--- src/rtl/mem_stage_hs.sv ---
// rtl/mem_stage_hs.sv - MEM pipeline stage with req/ack data-memory handshake and timeout watchdog
module mem_stage_hs #(
  parameter int DATA_W  = 16,
  parameter int ADDR_W  = 8,
  parameter int TIMEOUT = 15
) (
  input  logic              clk,
  input  logic              reset,
  input  logic              i_cpu_state,
  input  logic [DATA_W-1:0] i_mem_inst,
  input  logic [DATA_W-1:0] i_alu_result,
  input  logic [DATA_W-1:0] i_store_data,
  input  logic              i_nf,
  input  logic              i_zf,
  input  logic [DATA_W-1:0] i_mem_rdata,
  input  logic              i_mem_ack,
  output logic [DATA_W-1:0] o_wb_inst,
  output logic [DATA_W-1:0] o_wb_data,
  output logic              o_mem_req,
  output logic              o_mem_we,
  output logic [ADDR_W-1:0] o_mem_addr,
  output logic [DATA_W-1:0] o_mem_wdata,
  output logic              o_stall,
  output logic              o_is_branch,
  output logic              o_mem_err
);

  localparam int CNT_W = $clog2(TIMEOUT + 1);

  localparam logic [3:0] OP_BN    = 4'b1001;
  localparam logic [3:0] OP_BZ    = 4'b1011;
  localparam logic [3:0] OP_LOAD  = 4'b1101;
  localparam logic [3:0] OP_STORE = 4'b1110;

  typedef enum logic {IDLE, WAIT} state_t;

  state_t              r_state;
  logic [CNT_W-1:0]    r_cnt;
  logic [DATA_W-1:0]   r_wb_inst;
  logic [DATA_W-1:0]   r_wb_data;
  logic                r_mem_req;
  logic                r_mem_we;
  logic [ADDR_W-1:0]   r_mem_addr;
  logic [DATA_W-1:0]   r_mem_wdata;
  logic                r_mem_err;

  logic [3:0]          w_op;
  logic                w_is_mem;
  logic                w_timeout_hit;

  assign w_op          = i_mem_inst[DATA_W-1 -: 4];
  assign w_is_mem      = (w_op == OP_LOAD) || (w_op == OP_STORE);
  // Last permitted WAIT cycle: without an ack on this edge the access is abandoned.
  assign w_timeout_hit = (r_state == WAIT) && (r_cnt == CNT_W'(TIMEOUT - 1));

  always_ff @(posedge clk or posedge reset) begin
    if (reset) begin
      r_state     <= IDLE;
      r_cnt       <= '0;
      r_wb_inst   <= '0;
      r_wb_data   <= '0;
      r_mem_req   <= 1'b0;
      r_mem_we    <= 1'b0;
      r_mem_addr  <= '0;
      r_mem_wdata <= '0;
      r_mem_err   <= 1'b0;
    end else if (i_cpu_state) begin
      case (r_state)
        IDLE: begin
          if (w_is_mem) begin
            r_mem_req   <= 1'b1;
            r_mem_we    <= (w_op == OP_STORE);
            r_mem_addr  <= i_alu_result[ADDR_W-1:0];
            r_mem_wdata <= i_store_data;
            r_wb_inst   <= '0;
            r_cnt       <= '0;
            r_state     <= WAIT;
          end else begin
            r_wb_inst <= i_mem_inst;
            r_wb_data <= i_alu_result;
          end
        end
        WAIT: begin
          if (i_mem_ack) begin
            r_wb_inst <= i_mem_inst;
            r_wb_data <= (w_op == OP_LOAD) ? i_mem_rdata : i_alu_result;
            r_mem_req <= 1'b0;
            r_state   <= IDLE;
          end else if (w_timeout_hit) begin
            r_mem_req <= 1'b0;
            r_mem_err <= 1'b1;
            r_wb_inst <= '0;
            r_state   <= IDLE;
          end else begin
            r_cnt <= r_cnt + 1'b1;
          end
        end
        default: r_state <= IDLE;
      endcase
    end
  end

  assign o_stall     = ((r_state == IDLE) && w_is_mem) ||
                       ((r_state == WAIT) && !i_mem_ack && !w_timeout_hit);
  assign o_is_branch = (r_state == IDLE) &&
                       (((w_op == OP_BN) && i_nf) || ((w_op == OP_BZ) && i_zf));

  assign o_wb_inst   = r_wb_inst;
  assign o_wb_data   = r_wb_data;
  assign o_mem_req   = r_mem_req;
  assign o_mem_we    = r_mem_we;
  assign o_mem_addr  = r_mem_addr;
  assign o_mem_wdata = r_mem_wdata;
  assign o_mem_err   = r_mem_err;

endmodule

--- config.mk ---
export PLATFORM = sky130hd
export DESIGN_NAME = mem_stage_hs
export DESIGN_NICKNAME = d
export VERILOG_FILES = /design/src/rtl/mem_stage_hs.sv
export SDC_FILE = /design/constraint.sdc
export NUM_CORES = 1
export LEC_CHECK = 0
export BUFFER_PORTS_ARGS = -buffer_cell sky130_fd_sc_hd__buf_2
export CAP_MARGIN = 15
export CORE_ASPECT_RATIO = 0.8
export CORE_MARGIN = 3
export CORE_UTILIZATION = 49
export CTS_CLUSTER_SIZE = 28
export DETAILED_ROUTE_END_ITERATION = 12
export GPL_ROUTABILITY_DRIVEN = 1
export PLACE_DENSITY_LB_ADDON = 0.1
export SLEW_MARGIN = 20
export SYNTH_ARGS = -nofsm -noshare
export SYNTH_HDL_FRONTEND = slang
export SYNTH_SLANG_ARGS = --single-unit
export TNS_END_PERCENT = 20
--- constraint.sdc ---
create_clock -name clk -period 2.9 [get_ports clk]
set_input_delay 0.29 -clock clk [delete_from_list [all_inputs] [get_ports clk]]
set_output_delay 0.29 -clock clk [all_outputs]
set_load 0.02 [all_outputs]
==> results.md, run 1 <==
- Summing the areas of all and, or, nand and nor instances in the mapped netlist gives 7.14% of the synthesized area.
- The HPWL after detailed placement is 4420 µm.
- In the routed design, unresolved DRC markers number 0.
- The library cell used most frequently in the layout, excluding fill and tap cells, is buf_2.
- The CTS tree is done.
- Broken down by cell family, the worst path's largest delay share belongs to simple AND/OR/NAND/NOR gates.
- The post-synthesis sequential area ratio is 59.8%.
- The beginning of the critical path is r_state.
- The share of synthesized area spent on multiplexers is 16.8%.
- The latest clock arrival within the worst-skew pair is 0.33 ns.
- The initial antenna violation count is 0.
- The power density over cell area is 746 nW/µm².
- The flow ran to the end, and the final reports show no timing, DRC or antenna violations.
- The synthesized netlist contains 31 unique library cells.
- The cell depth of the worst flop-to-flop path is 3.
- Summing every instance area after synthesis gives 2680 µm².
- The worst hold path begins at i_store_data[6].
- 0 antenna diodes ended up in the layout.
- Based on the critical path, the design can be clocked at up to 0.523 GHz.
- The worst register-to-register path begins at r_state.
- The depth of the critical timing path with buffers and inverters included is 3.
- Counting I/O delays and the setup requirement, the final critical path takes 1.91 ns.
- The die height is 72.2 µm.
- The required time at the endpoint of the critical path is 3.12 ns.
- The share of the clock period used by the worst path is 65.9%.
- The remaining max-slew budget at the tightest pin is 67.6%.
- On the final layout, the worst hold slack is 0.181 ns.
- In the final routed layout, each cell accounts on average for 14.5 µm.
- The worst setup path is captured at a flop.
- The critical path arrival is 2.13 ns.
- The count of nets left with antenna violations once routing finished came out at 0.
- The xor and xnor area share after synthesis is 0.327%.
- The max-capacitance violation count is 0.
- With fillers left out, the area of the finished cells amounts to 3600 µm².
- The peak per-stage delay on the critical path is 0.81 ns.
- The number of nets handed over by synthesis was 283.
- The routed design has 5990 µm of wire.
- Counting the buffers created by CTS gives 9.
- The CTS sink count is 64.
- The number of buffers added on ports is 130.
- The post-synthesis compound-gate area fraction is 11.3%.
- The count of buffer and inverter cells on the critical path is 0.
- The area growth from synthesis to layout is 34.4%.
- Leaving out fill and tap cells, the most frequent cells in the layout are buf_2, dfrtp_1, nand2_1.
- The count of final max-slew check failures is 0.
- Setup repair after global routing left no endpoint under its margin.
- The placed instance area is 3390 µm².
- Synthesis produced 211 cells.
- The worst min-delay path class is input port to flop.
- The clock tree buffer depth is 2.
- Measured along the x axis, the die boundary spans 88.7 µm.
- For the pin with the worst max-slew slack, the measured transition is 0.486 ns.
- The post-route setup TNS is 0 ns.
- The total routing resource utilization after global routing is 20.1%.
- The clock arrives with 0.00335 ns of skew.
- The slowest stage cell on the critical path is or4b_4.
- Entering global routing, the biggest net connects 35 pins.
- The floorplan step defined a die boundary enclosing 6400 µm².
- The cell depth of the worst hold path is 2.
- The initial core utilization is 52.0%.
- The number of iterations in the first detailed-routing pass is 4.
- Setup violations remaining at the end of the flow were counted as 0.
- After synthesis, the largest family of logic cells by area is multiplexers.
- The yosys synthesis warning count is 0.
- The CTS root buffer is clkbuf_8.
- In this run the core area contains 23 standard-cell rows.
- IR analysis of the VDD net gives a maximum drop of 0.352 mV.
- The global-route congestion overflow total is 0.
- The H-tree depth is 3.
- The ratio of cells with drive above 1 in the final layout is 51.3%.
- The count of pins on the block boundary is 131.
- The area inside the core boundary is 5150 µm².
- The worst setup path is launched from a flop.
- The first routing iteration left 79 violations.
- In this run the static leakage power is 1.97 nW.
- The net count reported at finish is 418.
- The synthesized netlist devotes 0.934% of its cell area to adder and majority cells.
- Traced cell by cell, the critical path runs through or4b_4 -> and2_4 -> a22o_1.
- The clock transition at the registers of the reported paths is 0.07 ns.
- The detailed router placed 2125 vias in this run.
- After detailed routing, the number of vias per cell comes to 5.15.
- The setup check on the worst reg-to-reg path leaves a slack of 0.99 ns.
- The first global-routing pass estimated 9720 µm of wire.
- The number of storage elements in the synthesis netlist is 64.
- The synthesized area per cell is 12.7 µm².
- The path type of the worst setup path is flop to flop.
- The number of hold violations in the final report is 0.
- The number of global-route vias before repair is 2081.
- The number of instances resized during post-cts repair is 0.
- At the end of routability-driven placement, the weighted congestion stood at 0.763.
- Of all nets on the critical path, the largest fanout is 30.
## through the flow
step | util (%) | total power [mW] | setup WS [ns] | std cells
global route | 69.9 | 2.85 | 0.894 | 413
global placement | 65.7 | 1.92 | 0.967 | 396
floorplan | - | 1.65 | 1.01 | 211
finish | 69.9 | 2.69 | 0.988 | 413
CTS | 69.9 | 2.72 | 0.977 | 413
detailed placement | 65.7 | 1.94 | 0.910 | 396
## synthesized netlist by cell type, drive strengths merged
library cell	number	area [µm²]
inv	6	22.5
buf	9	66.3
a22o	15	131
o21ai	23	115
o2bb2ai	2	17.5
nand2b	1	6.26
nand4	1	6.26
clkbuf	3	11.3
or4b	1	13.8
nand2	25	93.8
nor2	1	3.75
or3	2	12.5
o311ai	1	8.76
and4	1	8.76
xnor2	1	8.76
a21boi	1	7.51
nor3b	1	7.51
nand3b	1	7.51
and3	2	12.5
mux2	24	270
a21oi	1	5.00
ha	2	25.0
dfrtp	64	1600
a31o	1	8.76
mux2i	18	180
and2	1	8.76
o41ai	1	8.76
nand3	2	10.0
## worst reg2reg max path: cells and delay by family (launching register included)
family	cells	cell delay, ns
simple gates	2	1.06
flops	1	0.51
compound gates	1	0.23
## layout make-up
class                           count  area, µm²
Inverter                            6       22.5
Sequential cell                    64       1600
Tap cell                           62       77.6
Fill cell                         389       1550
Clock buffer                       11        151
Timing Repair Buffer              136        698
Clock inverter                      5       55.1
Multi-Input combinational cell    129        996
## state kept, by name, indices dropped and copies added (netlist names)
name         cells
o_mem_wdata     16
o_wb_data       16
o_wb_inst       16
o_mem_addr       8
r_cnt            4
o_mem_err        1
o_mem_req        1
o_mem_we         1
r_state          1
## logic make-up after synthesis
kind of cell | count (synthesis)
xor+xnor | 1
simple gates | 39
compound gates | 45
fa+ha+maj | 2
flops | 64
mux | 42
buf+inv | 18
## power breakdown
group / internal (mW) / switching, mW
clock network: 0.440 / 0.330
logic: 0.299 / 0.422
registers: 1.08 / 0.116
total: 1.82 / 0.867
## routing by layer
layer  GRT usage [%]  part of all wire [%]  vias up
met2            29.8                    44      108
met4            9.06                   1.6        0
met1            26.0                    44      988
met3            8.29                   9.9       10
li1                -                     -     1019
met5               0                     0        -
## worst paths after layout
path	end
worst max-delay path	r_cnt[2]
worst min-delay path	o_mem_wdata[6]
worst max register to register	r_cnt[2]
worst min register to register	o_mem_err
max in group asynchronous	o_wb_inst[9]
min in group asynchronous	o_mem_addr[6]
## timing repair
action,CTS,global route
endpoints found under the hold margin,19,0
hold buffers,1,0
setup buffers,0,0
(Power assumes the default switching activity.)
==> run 2: changes to the inputs <==
Settings changed: ABC_AREA from default to 1, CORE_UTILIZATION 49 to 47.
Clock period 2.9 ns to 1.9 ns, I/O delays scaled along.
==> results.md, run 2 <==
- The flow ran to the end, and the final reports show no timing, DRC or antenna violations.
- The proportion of register bits with asynchronous set or reset after synthesis is 100% (unchanged).
- The global-route congestion overflow total is 0 (unchanged).
- The number of standard cells in the layout, taps in and fillers out is 572 (+38%).
- The clock skew is 0.00681 ns (+0.00346 ns).
- The initial core utilization is 50.9% (-1.1 points).
- The area of the die is 7170 µm² (+12%).
- Among all cell types in the netlist, the one instantiated most often is nand2_1.
- The cell depth of the worst flop-to-flop path is 6 (+3).
- The yosys synthesis warning count came to 0 (unchanged).
- The initial antenna violation count is 0 (unchanged).
- The number of iterations in the first detailed-routing pass is 4 (unchanged).
- The category of cells accounting for the largest share of critical-path delay is flip-flops.
- The actual transition at the worst max-transition pin is 0.468 ns (-0.0180 ns).
- The number of design rule violations left after detail routing came to 0 (unchanged).
- The CTS tree is done.
- The area share of the leading cell type in the synthesized netlist came to 55.1% (-4.7 points).
- The worst path uses 90.4% of the clock period.
- The slowest stage of the critical path belongs to the cell dfrtp_1.
- The net count reported at finish is 562 (+34%).
- Yosys attributes the largest share of cell area to dfrtp_1, nand2_1, nand3_1.
- The xor and xnor area share after synthesis is 0.301% (-0.025 points).
- The count of buffer and inverter cells on the critical path is 2 (+2).
- The post-synthesis share of cell area spent on full adders, half adders and majority gates was 0.861% (-0.073 points).
- The max-capacitance violation count is 0 (unchanged).
- The most used flip-flop cell after synthesis is dfrtp_1.
- The fmax is 0.583 GHz.
- The final weighted congestion in routability-driven placement is 0.769 (+0.83%).
- The synthesized netlist cell count is 357 (+69%).
- The clock transition at the registers of the reported paths is 0.06 ns (about the same).
- The overall routed net length is 7450 µm (+24%).
- The share of synthesized area spent on multiplexers came to 0% (-17 points).
- The maximum fanout along the worst path is 6 (-80%).
- The required time at the endpoint of the critical path was 1.71 ns (-1.41 ns).
- The critical path arrival is 1.53 ns (-0.60 ns).
- The number of storage elements in the synthesis netlist is 64 (unchanged).
- The count of fill cells added during filler insertion came to 516 (+33%).
- The post-synthesis sequential area ratio is 55.1% (-4.7 points).
- The overall die width was 93.9 µm (+5.9%).
- The H-tree depth is 3 (unchanged).
- The count of pins on the block boundary is 131 (unchanged).
- The cell taking the most area after synthesis is dfrtp_1.
- The peak per-stage delay on the critical path is 0.40 ns (-0.41 ns).
- The sum of net half-perimeters after detailed placement came to 5270 µm (+19%).
- The library cells used most frequently in the layout, excluding fill and tap cells, are nand2_1, buf_2, dfrtp_1.
- The depth of the critical timing path with buffers and inverters included is 6 (+3).
- The placed instance area is 3620 µm² (+7.1%).
- The initial detailed-routing violation count is 127 (+61%).
- The wire length per cell is 13.0 µm (-10%).
- Counting I/O delays and the setup requirement, the final critical path takes 1.72 ns.
- The ratio of cells with drive above 1 in the final layout is 34.0% (-17 points).
- The leakage power of the design is 2.26 nW (+15%).
- The synthesized area per cell is 8.14 µm² (-36%).
- The latest clock arrival within the worst-skew pair is 0.34 ns (about the same).
- Setup repair after global routing left no endpoint under its margin.
- The worst min-delay path class is input port to flop.
- The number of hold violations in the final report was 0 (unchanged).
- By count the netlist is led by nand2_1, dfrtp_1, nand3_1, inv_1, o21ai_0.
- The global-route wire length before repair was 12200 µm (+26%).
- The post-detailed-route count of antenna-violating nets is 0 (unchanged).
- The share of synthesized cell area in and, or, nand and nor gates is 32.6% (+25 points).
- STA classifies the critical path endpoint as an output port.
- The cell row count was 24 (+4.3%).
- Leaving out fill and tap cells, the most frequent cell in the layout is nand2_1.
- The post-route setup TNS is 0 ns (unchanged).
- The total non-filler cell area in the finished layout was 3820 µm² (+6.1%).
- The mapped cell area was 2910 µm² (+8.5%).
- The vias after detailed routing is 2738 (+29%).
- The total routing resource utilization after global routing is 21.7% (+1.6 points).
- The peak supply drop is 0.560 mV (+59%).
- The number of synthesized flops with an enable pin is 0 (unchanged).
- The mean number of vias per cell is 4.79 (-7.0%).
- The CTS sink count is 64 (unchanged).
- The cell depth of the worst hold path is 3 (+1).
- The layout-stage area growth over the synthesis result is 31.5%.
- The final setup violation count came to 0 (unchanged).
- By area, the combinational part of the netlist is dominated by simple AND/OR/NAND/NOR gates.
- The placed instance count is 556 (+40%).
- The number of buffers added on ports came to 130 (unchanged).
- The largest net degree at the start of global routing is 65 (+86%).
- The number of global-route vias before repair is 2484 (+19%).
- The power density over cell area is 1050 nW/µm² (+41%).
- The area inside the core boundary is 5710 µm² (+11%).
- The critical path in this run is classified as flop to output port.
- The die height is 76.3 µm (+5.8%).
- The CTS root buffer is clkbuf_8.
- Walking the worst path, the cells encountered are inv_1 -> ha_1 -> nand4_1 -> nand2_1 -> nand2_2 -> buf_2.
- The count of final max-slew check failures came to 0 (unchanged).
- The clock tree buffer depth is 2 (unchanged).
- The number of antenna diodes is 0 (unchanged).
- The number of buffers created by CTS is 9 (unchanged).
- The type of origin of the critical path is a flop.
- The remaining max-slew budget at the tightest pin came to 68.7% (+1.1 points).
- The post-synthesis compound-gate area fraction is 4.43% (-6.9 points).
- The number of distinct library cell variants in the gate-level netlist after synthesis is 25 (-19%).
- The synthesized net count is 429 (+52%).
run 2: tightest hold or removal path: cells and delay by family:
family	cells	cell delay, ns
AND/OR/NAND/NOR	2	0.08
buffers and inverters	1	0.07
run 2: cell families (layout without fill, tap and decap cells):
logic type / Yosys count / in the layout
and+or+nand+nor: 225 / 225
AOI/OAI and AO/OA: 23 / 23
buffers and inverters: 42 / 179
DFF: 64 / 64
adders and majority gates: 2 / 2
xor gates and xnor gates: 1 / 1
run 2: worst paths after layout:
check / from / end / slack, ns
min in group asynchronous: reset / o_wb_inst[7] / 0.46
setup / recovery: r_cnt[0] / o_stall / 0.18
setup reg to reg: r_state / o_mem_req / 0.39
max in group asynchronous: reset / o_wb_data[12] / 1.15
hold / removal: i_store_data[6] / o_mem_wdata[6] / 0.04
hold reg to reg: o_mem_err / o_mem_err / 0.47
run 2: through the flow:
stage	hold slack [ns]	power [mW]	setup slack, ns	util (%)
floorplan	0.286	2.47	0.112	-
global placement	0.283	2.89	0.378	63.5
detailed placement	0.287	2.92	0.361	63.5
CTS	0.0266	4.05	0.163	67.0
global route	0.0227	4.26	0.00638	67.0
finish	0.0433	4.00	0.183	67.0
run 2: power by group:
part / total, mW / switching [mW] / internal, mW / leakage, nW
Combinational: 1.13 / 0.745 / 0.380 / 1.36
Clock: 1.11 / 0.487 / 0.628 / 0.0989
Sequential: 1.76 / 0.140 / 1.62 / 0.800
Total: 4.00 / 1.37 / 2.63 / 2.26
run 2: layout make-up:
type | count | area (µm²) | area share (%)
Tap cell | 78 | 97.6 | 2.55
Inverter | 26 | 98.8 | 2.59
Clock inverter | 4 | 45.0 | 1.18
Timing Repair Buffer | 138 | 726 | 19.0
Sequential cell | 64 | 1600 | 41.9
Clock buffer | 11 | 141 | 3.70
Multi-Input combinational cell | 251 | 1110 | 29.1
run 2: routing by layer:
layer,up-vias,GRT usage [%],routed length (µm)
met2,104,31.8,3490
met4,0,5.19,120
met1,1244,30.6,3270
met3,13,8.09,575
li1,1377,-,-
met5,-,0,0
run 2: what timing repair did:
item / CTS / global route
gates resized for setup: 0 / 0
endpoints found under the hold margin: 64 / 0
setup endpoints to repair: 0 / 0
buffers inserted: 0 / 0
hold buffers: 1 / 0
==> run 3: changes to the inputs <==
Settings changed: CELL_PAD_IN_SITES_DETAIL_PLACEMENT from default to 0, CELL_PAD_IN_SITES_GLOBAL_PLACEMENT from default to 2, CORE_UTILIZATION 47 to 25, SLEW_MARGIN 20 to 0.
==> results.md, run 3 (synthesized netlist as in run 2, its figures left out) <==
- The run finished with clean final reports.
- Leaving out fill and tap cells, the most frequent cell in the layout is nand2_1.
- The fmax is 0.562 GHz (-3.6%).
- The peak per-stage delay on the critical path is 0.40 ns (about the same).
- The number of design rule violations left after detail routing is 0 (unchanged).
- The number of antenna diodes was 0 (unchanged).
- The switching component of the power is 1.47 mW (+7.1%).
- The count of pins on the block boundary is 131 (unchanged).
- The initial detailed-routing violation count was 142 (+12%).
- The cts-stage hold buffer count is 1 (unchanged).
- The global-route wire length before repair is 14100 µm (+15%).
- The actual transition at the worst max-transition pin is 0.501 ns (+0.0330 ns).
- The area taken by flip-flops and latches is 1600 µm² (unchanged).
- The die height was 102 µm (+34%).
- The number of global-route vias before repair is 2701 (+8.7%).
- The critical path is of the flop to output port type.
- The count of buffer and inverter cells on the critical path is 2 (unchanged).
- The area inside the core boundary is 11100 µm² (+95%).
- The worst min-delay path class is input port to flop.
- The overall die width is 127 µm (+35%).
- The total routing resource utilization after global routing is 14.0% (-7.7 points).
- The area growth from synthesis to layout is 38.2%.
- The capturing element type of the critical path is an output port.
- The number of standard cells in the layout, taps in and fillers out is 639 (+12%).
- Setup repair after global routing left no endpoint under its margin.
- The clock transition at the registers of the reported paths was 0.05 ns (about the same).
- The mean number of vias per cell is 4.25 (-11%).
- The clock tree buffer depth was 2 (unchanged).
- The count of final max-slew check failures is 0 (unchanged).
- The net count reported at finish is 562 (unchanged).
- The post-route setup TNS came to 0 ns (unchanged).
- The global-route congestion overflow total is 0 (unchanged).
- The final weighted congestion in routability-driven placement is 0.717 (-6.8%).
- The largest net degree at the start of global routing was 35 (-46%).
- The buffers inserted during post-CTS setup optimization is 0 (unchanged).
- The initial antenna violation count is 0 (unchanged).
- The peak supply drop is 0.372 mV (-34%).
- The sequential share of power was 38.7% (-5.4 points).
- The area of the multi-input gates is 1110 µm² (unchanged).
- The critical path arrival is 1.59 ns (+0.06 ns).
- The minimum clock period is 1.78 ns (+0.0639 ns).
- The final setup violation count is 0 (unchanged).
- The required time at the endpoint of the critical path is 1.71 ns (about the same).
- The number of hold violations in the final report was 0 (unchanged).
- The cell row count is 34 (+42%).
- The internal power is 3.09 mW (+17%).
- The CTS root buffer is clkbuf_16.
- The maximum fanout along the worst path is 6 (unchanged).
- The overall routed net length is 8850 µm (+19%).
- The net switching share of the total power is 32.2% (-2.0 points).
- The sum of net half-perimeters after detailed placement was 6190 µm (+17%).
- Broken down by cell family, the worst path's largest delay share belongs to flip-flops.
- The initial core utilization is 26.2% (-25 points).
- The CTS sink count is 64 (unchanged).
- The number of instances resized during post-cts repair is 0 (unchanged).
- The number of iterations in the first detailed-routing pass was 6 (+2).
- The number of buffers created by CTS came to 9 (unchanged).
- Among all stages on the critical path, the largest delay is contributed by dfrtp_1.
- Walking the worst path, the cells encountered are inv_1 -> ha_1 -> nand4_1 -> nand2_1 -> nand2_2 -> buf_2.
- The clock network fraction of design power is 36.4% (+8.6 points).
- The library cells used most frequently in the layout, excluding fill and tap cells, are nand2_1, buf_2, dfrtp_1.
- The latest clock arrival within the worst-skew pair is 0.33 ns (about the same).
- The number of buffers added on ports is 130 (unchanged).
- The wire length per cell is 13.9 µm (+6.3%).
- The final total power is 4.56 mW (+14%).
- TritonCTS built the clock tree.
- The area of the die is 13000 µm² (+81%).
- The type of origin of the critical path is a flop.
- The H-tree depth was 3 (unchanged).
- The combinational group share of total power is 24.8% (-3.3 points).
- The final core area utilization is 36.2% (-31 points).
- The leakage power of the design is 2.31 nW (+2.3%).
- The remaining max-slew budget at the tightest pin is 66.5% (-2.2 points).
- The share of the clock period used by the worst path came to 93.7% (+3.4 points).
- The count of fill cells added during filler insertion is 1218 (+140%).
- The worst slack at placement is 0.324 ns (-0.0371 ns).
- The power density over cell area is 1130 nW/µm² (+8.3%).
- The post-detailed-route count of antenna-violating nets is 0 (unchanged).
- The max-capacitance violation count is 0 (unchanged).
- The vias after detailed routing is 2713 (-0.91%).
- The clock skew is 0.00501 ns (-0.00180 ns).
- The setup slack after layout is 0.119 ns (-0.0639 ns).
- The placed instance count was 622 (+12%).
- The ratio of cells with drive above 1 in the final layout is 33.9% (-0.069 points).
-- run 3: cell count changes in the layout (fill, tap and decap cells not counted) --
| cell | change |
|---|---|
| clkbuf_16 | +9 |
| clkbuf_8 | -8 |
| clkbuf_1 | +1 |
| clkinv_2 | -1 |
-- run 3: worst min-delay path, stage by stage --
cell and delay, ns:
buf_2 0.08, nand2_1 0.04, nand2_1 0.04
-- run 3: worst paths after layout --
kind	from	end	slack [ns]	cells past startpoint
worst max register to register	r_cnt[0]	o_mem_req	0.32	7
max in group asynchronous	reset	o_wb_data[12]	1.05	4
worst min register to register	o_wb_data[8]	o_wb_data[8]	0.47	2
worst min-delay path	i_store_data[11]	o_mem_wdata[11]	0.05	3
worst max-delay path	r_cnt[0]	o_stall	0.12	6
min in group asynchronous	reset	o_wb_inst[9]	0.50	4
-- run 3: power by group through the flow --
stage	Combinational (mW)	Clock (mW)	Sequential, mW
floorplan	0.367	0	2.10
global placement	1.15	0	1.79
detailed placement	1.16	0	1.79
CTS	1.16	1.73	1.77
global route	1.26	1.77	1.81
finish	1.13	1.66	1.77
-- run 3: layer usage --
metal  part of all wire (%)  global-route usage, %  wire length (µm)  vias to the layer above
met5                      0                      0                 0                        -
met2                     42                   20.9              3730                       96
li1                       -                      -                 -                     1381
met3                    7.5                   4.70               666                       14
met1                     49                   19.1              4350                     1222
met4                    1.2                   5.19               106                        0
-- run 3: layout make-up --
cell class | count | area share (%)
repair buffers | 138 | 18.1
well taps | 144 | 4.48
clock buffers | 13 | 6.48
inverters | 26 | 2.46
multi-input cells | 251 | 27.7
clock inverters | 3 | 0.997
flip-flops and latches | 64 | 39.9
-- run 3: stage by stage --
step | hold slack (ns) | instance area [µm²]
floorplan | 0.286 | 2910
global placement | 0.311 | 3710
detailed placement | 0.311 | 3710
CTS | 0.0380 | 4020
global route | 0.0478 | 4020
finish | 0.0533 | 4020
